### config.mk
export PLATFORM = sky130hd
export DESIGN_NAME = serial_word_tx
export DESIGN_NICKNAME = d
export VERILOG_FILES = /design/src/rtl/serial_word_tx.sv
export SDC_FILE = /design/constraint.sdc
export NUM_CORES = 1
export LEC_CHECK = 0
export CAP_MARGIN = 20
export CORE_MARGIN = 4
export CORE_UTILIZATION = 43
export DETAILED_ROUTE_END_ITERATION = 12
export PLACE_DENSITY_LB_ADDON = 0.25
export SLEW_MARGIN = 10
export SYNTH_ARGS = -nofsm -noshare
export SYNTH_HDL_FRONTEND = slang
export SYNTH_SLANG_ARGS = --single-unit
### constraint.sdc
create_clock -name clk -period 1.36 [get_ports clk]
set_input_delay 0.34 -clock clk [delete_from_list [all_inputs] [get_ports clk]]
set_output_delay 0.34 -clock clk [all_outputs]
set_load 0.01 [all_outputs]
### src/rtl/serial_word_tx.sv
// serial_word_tx: parallel-in, serial-out transmitter.
// Accepts a WIDTH-bit word on a one-cycle load handshake and shifts it out
// LSB-first on sout, one bit per clock. The line idles low between frames.
// Optional even-parity bit after the data bits, enabled by defining the
// macro SERIAL_WORD_TX_PARITY_EN. The default build has no parity logic.
module serial_word_tx #(
  parameter int WIDTH = 8
) (
  input  logic             clk,
  input  logic             reset,
  input  logic             load,
  input  logic [WIDTH-1:0] din,
  output logic             ready,
  output logic             busy,
  output logic             sout,
  output logic             done
);

  // The counter must reach WIDTH-1 without wrapping.
  localparam int CW = (WIDTH > 1) ? $clog2(WIDTH) : 1;
  localparam logic [CW-1:0] LAST = CW'(WIDTH - 1);

`ifdef SERIAL_WORD_TX_PARITY_EN
  typedef enum logic [1:0] {IDLE, SHIFT, PARITY} state_t;
`else
  typedef enum logic [1:0] {IDLE, SHIFT} state_t;
`endif

  state_t           state_reg, state_next;
  logic [WIDTH-1:0] shreg_reg, shreg_next;
  logic [WIDTH-1:0] shreg_shift;
  logic [CW-1:0]    cnt_reg, cnt_next;
  logic             sout_reg, sout_next;
  logic             done_reg, done_next;
`ifdef SERIAL_WORD_TX_PARITY_EN
  logic             parity_reg, parity_next;
`endif

  // Shift register moved one place toward the LSB, zero filled at the top.
  generate
    for (genvar gi = 0; gi < WIDTH - 1; gi++) begin : g_shift
      assign shreg_shift[gi] = shreg_reg[gi+1];
    end
  endgenerate
  assign shreg_shift[WIDTH-1] = 1'b0;

  // State and datapath registers; reset abandons any frame immediately.
  always_ff @(posedge clk or negedge reset) begin
    if (!reset) begin
      state_reg  <= IDLE;
      shreg_reg  <= '0;
      cnt_reg    <= '0;
      sout_reg   <= 1'b0;
      done_reg   <= 1'b0;
`ifdef SERIAL_WORD_TX_PARITY_EN
      parity_reg <= 1'b0;
`endif
    end else begin
      state_reg  <= state_next;
      shreg_reg  <= shreg_next;
      cnt_reg    <= cnt_next;
      sout_reg   <= sout_next;
      done_reg   <= done_next;
`ifdef SERIAL_WORD_TX_PARITY_EN
      parity_reg <= parity_next;
`endif
    end
  end

  // Next-state and next-output logic; sout is computed one cycle ahead so
  // the pin itself comes straight from a flop.
  always_comb begin
    state_next  = state_reg;
    shreg_next  = shreg_reg;
    cnt_next    = cnt_reg;
    sout_next   = sout_reg;
    done_next   = 1'b0;
`ifdef SERIAL_WORD_TX_PARITY_EN
    parity_next = parity_reg;
`endif
    case (state_reg)
      IDLE: begin
        sout_next = 1'b0;
        if (load) begin
          shreg_next  = din;
          sout_next   = din[0];
          cnt_next    = '0;
          state_next  = SHIFT;
`ifdef SERIAL_WORD_TX_PARITY_EN
          // Parity of the captured word, so later din changes cannot leak in.
          parity_next = ^din;
`endif
        end
      end
      SHIFT: begin
        if (cnt_reg == LAST) begin
`ifdef SERIAL_WORD_TX_PARITY_EN
          sout_next  = parity_reg;
          state_next = PARITY;
`else
          sout_next  = 1'b0;
          done_next  = 1'b1;
          state_next = IDLE;
`endif
        end else begin
          cnt_next   = cnt_reg + 1'b1;
          shreg_next = shreg_shift;
          sout_next  = shreg_reg[1];
        end
      end
`ifdef SERIAL_WORD_TX_PARITY_EN
      PARITY: begin
        sout_next  = 1'b0;
        done_next  = 1'b1;
        state_next = IDLE;
      end
`endif
      default: begin
        sout_next  = 1'b0;
        state_next = IDLE;
      end
    endcase
  end

  assign ready = (state_reg == IDLE);
  assign busy  = (state_reg != IDLE);
  assign sout  = sout_reg;
  assign done  = done_reg;

endmodule

---- Word-level counts from Yosys, hierarchy flattened ----
Cells that the tools add are included.
operators by class
  reductions and logical operators ........ 5
  mux-type cells .......................... 14
  equal/unequal tests ..................... 5
  add/sub/neg operators ................... 1
operators with widths
  kind                                           number
  2-to-1 mux 8 bit                               2
  one-hot mux 8 bit (2 select lines)             1
  2-to-1 mux 3 bit                               2
  != test 2 bit, second input constant           3
  one-hot mux 3 bit (2 select lines)             1
  2-to-1 mux 1 bit                               4
  2-to-1 mux 2 bit                               2
  one-hot mux 2 bit (2 select lines)             1
  nonzero test 2 bit                             2
  adder 3 x 1 -> 3 bit, second input constant    1
  == test 3 bit, second input constant           1
  AND reduction 3 bit                            1
  == test 2 x 1 -> 1 bit, second input constant  1
  zero test 2 bit                                1
  one-hot mux 1 bit (2 select lines)             1
  AND reduction 2 bit                            1
storage, ports and cells
  output and inout port bits .............. 4
  word-level logic and storage cells ...... 30
  register bits ........................... 15
  input bits .............................. 11

---- Longest topological paths before layout ----
  depth in word-level cells ............... 3
  mapped depth ............................ 5
  depth with buffers taken out ............ 5

---- Worst setup path after synthesis ----
Ideal clock, no wire load.
  path type ............................... register to register
  start ................................... register cnt_reg[0]
  end ..................................... register shreg_reg[4]
  cell stages (with the launch flop) ...... 6
  buffers on the path ..................... 0
  setup time .............................. 0.134 ns
  clock period less this slack ............ 1.297 ns
  required time ........................... 1.226 ns
  data arrival time ....................... 1.163 ns
  setup slack ............................. 0.063 ns
  cell sequence ........................... dfrtp_1 ha_1 ha_1 and2_1 o21ai_0 o211ai_1
between the ends
  longest elaborated chain between the ends .. 3
RTL lines
  item                           line  source
  start, declared                32    logic [CW-1:0] cnt_reg, cnt_next;
  start signal, assigned         61    cnt_reg <= cnt_next;
  == test 3 bit                  96    if (cnt_reg == LAST) begin
  != test 2 bit (no line)        -
  AND reduction 3 bit (no line)  -
  end signal, assigned           60    shreg_reg <= shreg_next;
  end, declared                  30    logic [WIDTH-1:0] shreg_reg, shreg_next;
Every way passes these cells.
A chain may end at the register's enable or synchronous reset.

---- Worst setup path after layout ----
  start ................................... register state_reg[0]
  end ..................................... output busy
between the ends
  longest elaborated chain between the ends .. 1
RTL lines
  item                    line  source
  start, declared         29    state_t state_reg, state_next;
  start signal, assigned  59    state_reg <= state_next;
  nonzero test 2 bit      126   assign busy = (state_reg != IDLE);
  end, declared           14    output logic busy,
Every way passes these cells.

==> flow_summary_export.csv <==
group,metric,value,unit
sta,setup_viol,0,
sta,clock_skew,5.65,ps
grt,grt_pass1_vias,506,
sta,max_freq,769,MHz
grt,grt_overflow,0,
layout,fin_nets,101,
floorplanning,core,1490,sq um
floorplanning,die_area,2270,sq um
route,via_count,535,
route,routed_wl,1.32,mm
route,via_per_inst,5.25,
floorplanning,dieWidth,47.6,um
worst_hold_path,hold_class,"input pin to async pin",
floorplanning,fp-row-count,14,
layout,mostFrequentLayoutCell,"dfrtp_1",
sta,slew_viol_final,0,
sta,rsz0062_at_grt,"no",
synthesis,ys_warn_count,0,
sta,hold_viol,0,
route,remaining_drc_errors,0,
setup_path,endpoint,"busy",
cts,cts_tree,"done",
setup_path,crit_buf_inv,1,
setup_path,worstPathArrival,960,ps
power_and_ir_drop,powerDensity,1920,nW/um^2
synthesis,synthAdderAreaFrac,5.57,%
setup_path,crit_chain,"dlygate4sd2_1",
sta,finalWorstSetupSlack,60.1,ps
setup_path,cp_slowest_cell,"dfrtp_1",
setup_path,worst-path-max-fanout,3,
synthesis,yosys.area_share.simple,11.5,%
layout,largest_reg_flops,7,
route,drt_iter0_markers,3,
layout,final_area,913,sq um
route,wl_per_cell,12.9,um
route,detail_route.first_pass.iterations,4,
layout,fin_cells,102,
sta,timing.hold.ws,370,ps
grt,grt_pass1_wl,2.17,mm
sta,post-route-min-period,1300,ps
setup_path,r2r_cells,5,
synthesis,synthXorXnorAreaFrac,1.30,%
setup_path,reg2reg_to,"cnt_reg[0]",
setup_path,r2r_slack,110,ps
grt,grt_max_degree,18,
cts,htreeDepth,1,
cts,root_buffer,"clkbuf_4",
flow_run,drv_cap,0,
setup_path,cp.required,1020,ps
synthesis,ys_ff_latch,13,
cts,cts_buffers,3,
sta,min_period_over_period,95.6,%
cts,clkTransAtPathRegs,80,ps
placed_design,gp_congestion,0.763,
synthesis,synth_compound_area_share,16.0,%
setup_path,critPathKind,"flop to output pin",
grt,grt_usage,13.6,%
setup_path,cp.depth,1,
layout,nFillCells,133,
layout,n_antenna_cell,0,
cts,cts_hold_buf,0,
synthesis,synth_area,674,sq um
synthesis,synth_cell_types,18,
cts,postCtsSetupBuffers,0,
cts,clock_latency,270,ps
setup_path,cp_top_family,"flip-flops",
cts,cts.sinks,13,
route,antenna_left,0,
setup_path,startpoint,"state_reg[0]",
power_and_ir_drop,vdd_drop_max,0.976,mV
synthesis,postSynthAreaPerCell,10.5,sq um
setup_path,r2r-start,"cnt_reg[0]",
sta,relSlewSlack,86.1,%
floorplanning,io_pins,15,
layout,drive_above_1_share,16.3,%
setup_path,cp_slowest_stage_delay,400,ps
grt,grt_antenna_before_repair,0,
placed_design,dp_cells,98,
power_and_ir_drop,total_leakage_power,0.385,nW
floorplanning,start_util,45.3,%
sta,worstMarginPinSlew,207,ps
placed_design,io_buffers,14,
placed_design,pre_cts_ws,-98.1,ps
synthesis,synth_nets,78,
synthesis,yosysSeqAreaShare,48.2,%
setup_path,cp-start-kind,"flop",
cts,clock_path_buffers,2,
synthesis,synthMuxAreaShare,11.9,%
layout,mostFrequentLayoutCells,"13 x dfrtp_1, 10 x clkdlybuf4s50_1, 8 x mux2i_1",
synthesis,synth_top_family_by_area,"compound AO/OA/AOI/OAI gates",
setup_path,end_kind,"output pin",
synthesis,synthCells,64,
status,status,"completed",
placed_design,dp_hpwl,957,um
layout,synthToLayoutAreaGrowth,35.4,%
floorplanning,die_h,47.6,um
placed_design,postPlaceCellArea,873,sq um
## report_power, final
| part | internal [mW] | total [mW] | switching (mW) | leakage (nW) |
|---|---|---|---|---|
| clock network | 0.114 | 0.240 | 0.126 | 0.0150 |
| logic | 0.427 | 0.823 | 0.396 | 0.212 |
| registers | 0.567 | 0.690 | 0.123 | 0.159 |
| total | 1.11 | 1.75 | 0.645 | 0.385 |
## cell type report
type                       count  area, sq um  share of cell area [%]
sequential                    13          325                    35.6
clock buffer                   4         26.3                    2.88
timing repair buffer          22          211                    23.2
tap                           16         20.0                    2.19
inverter                       1         3.75                   0.411
multi-input combinational     46          327                    35.8
## routing by layer
layer / share of wire [%] / up-vias / track usage [%]
li1: - / 273 / -
met1: 49 / 247 / 19.0
met2: 45 / 15 / 20.6
met3: 5.6 / 0 / 2.26
met4: 0 / 0 / 6.45
met5: 0 / - / 0
## kinds of logic (layout without fill, tap and decap cells)
kind of cell    count (synthesis)  count (layout)
xor+xnor                        1               1
compound gates                 18              18
flops                          13              13
mux                             8               8
buf+inv                         5              27
simple gates                   16              16
fa+ha+maj                       3               3
## worst min path at each step
stage	startpoint	depth (start not counted)	slack, ps	to
6_report	reset	2	370	shreg_reg[3]
3_3_place_gp	cnt_reg[1]	2	500	cnt_reg[1]
2_1_floorplan	reset	0	40	cnt_reg[0]
4_1_cts	reset	2	370	shreg_reg[2]
5_1_grt	reset	2	380	sout
3_5_place_dp	cnt_reg[1]	2	510	cnt_reg[1]
## Yosys cell counts
master | count | share of area, %
dfrtp_1 | 13 | 48
mux2i_1 | 8 | 12
nand2_1 | 7 | 3.9
a211oi_1 | 5 | 5.6
a21oi_1 | 5 | 3.7
nor2b_1 | 5 | 4.6
o21ai_0 | 4 | 3.0
buf_4 | 3 | 3.3
ha_1 | 3 | 5.6
nand3_1 | 2 | 1.5
o22ai_1 | 2 | 1.9
and2_1 | 1 | 0.93
buf_6 | 1 | 1.7
clkinv_1 | 1 | 0.56
nor2_1 | 1 | 0.56
o211ai_1 | 1 | 1.1
o21ai_1 | 1 | 0.74
xor2_1 | 1 | 1.3
## per-stage QoR
step	utilization (%)	power, mW	setup TNS [ps]
floorplan	-	1.20	0
global placement	58.7	1.49	-519
detailed placement	58.7	1.52	-703
CTS	60.4	1.74	0
global route	61.3	1.92	0
finish	61.3	1.75	0
## timing repair
action | 4_1_cts | 5_1_grt
gates resized for setup | 6 | 8
pin swaps | 0 | 1
setup endpoints to repair | 6 | 10
gates cloned | 0 | 0
(Power assumes the default switching activity.)
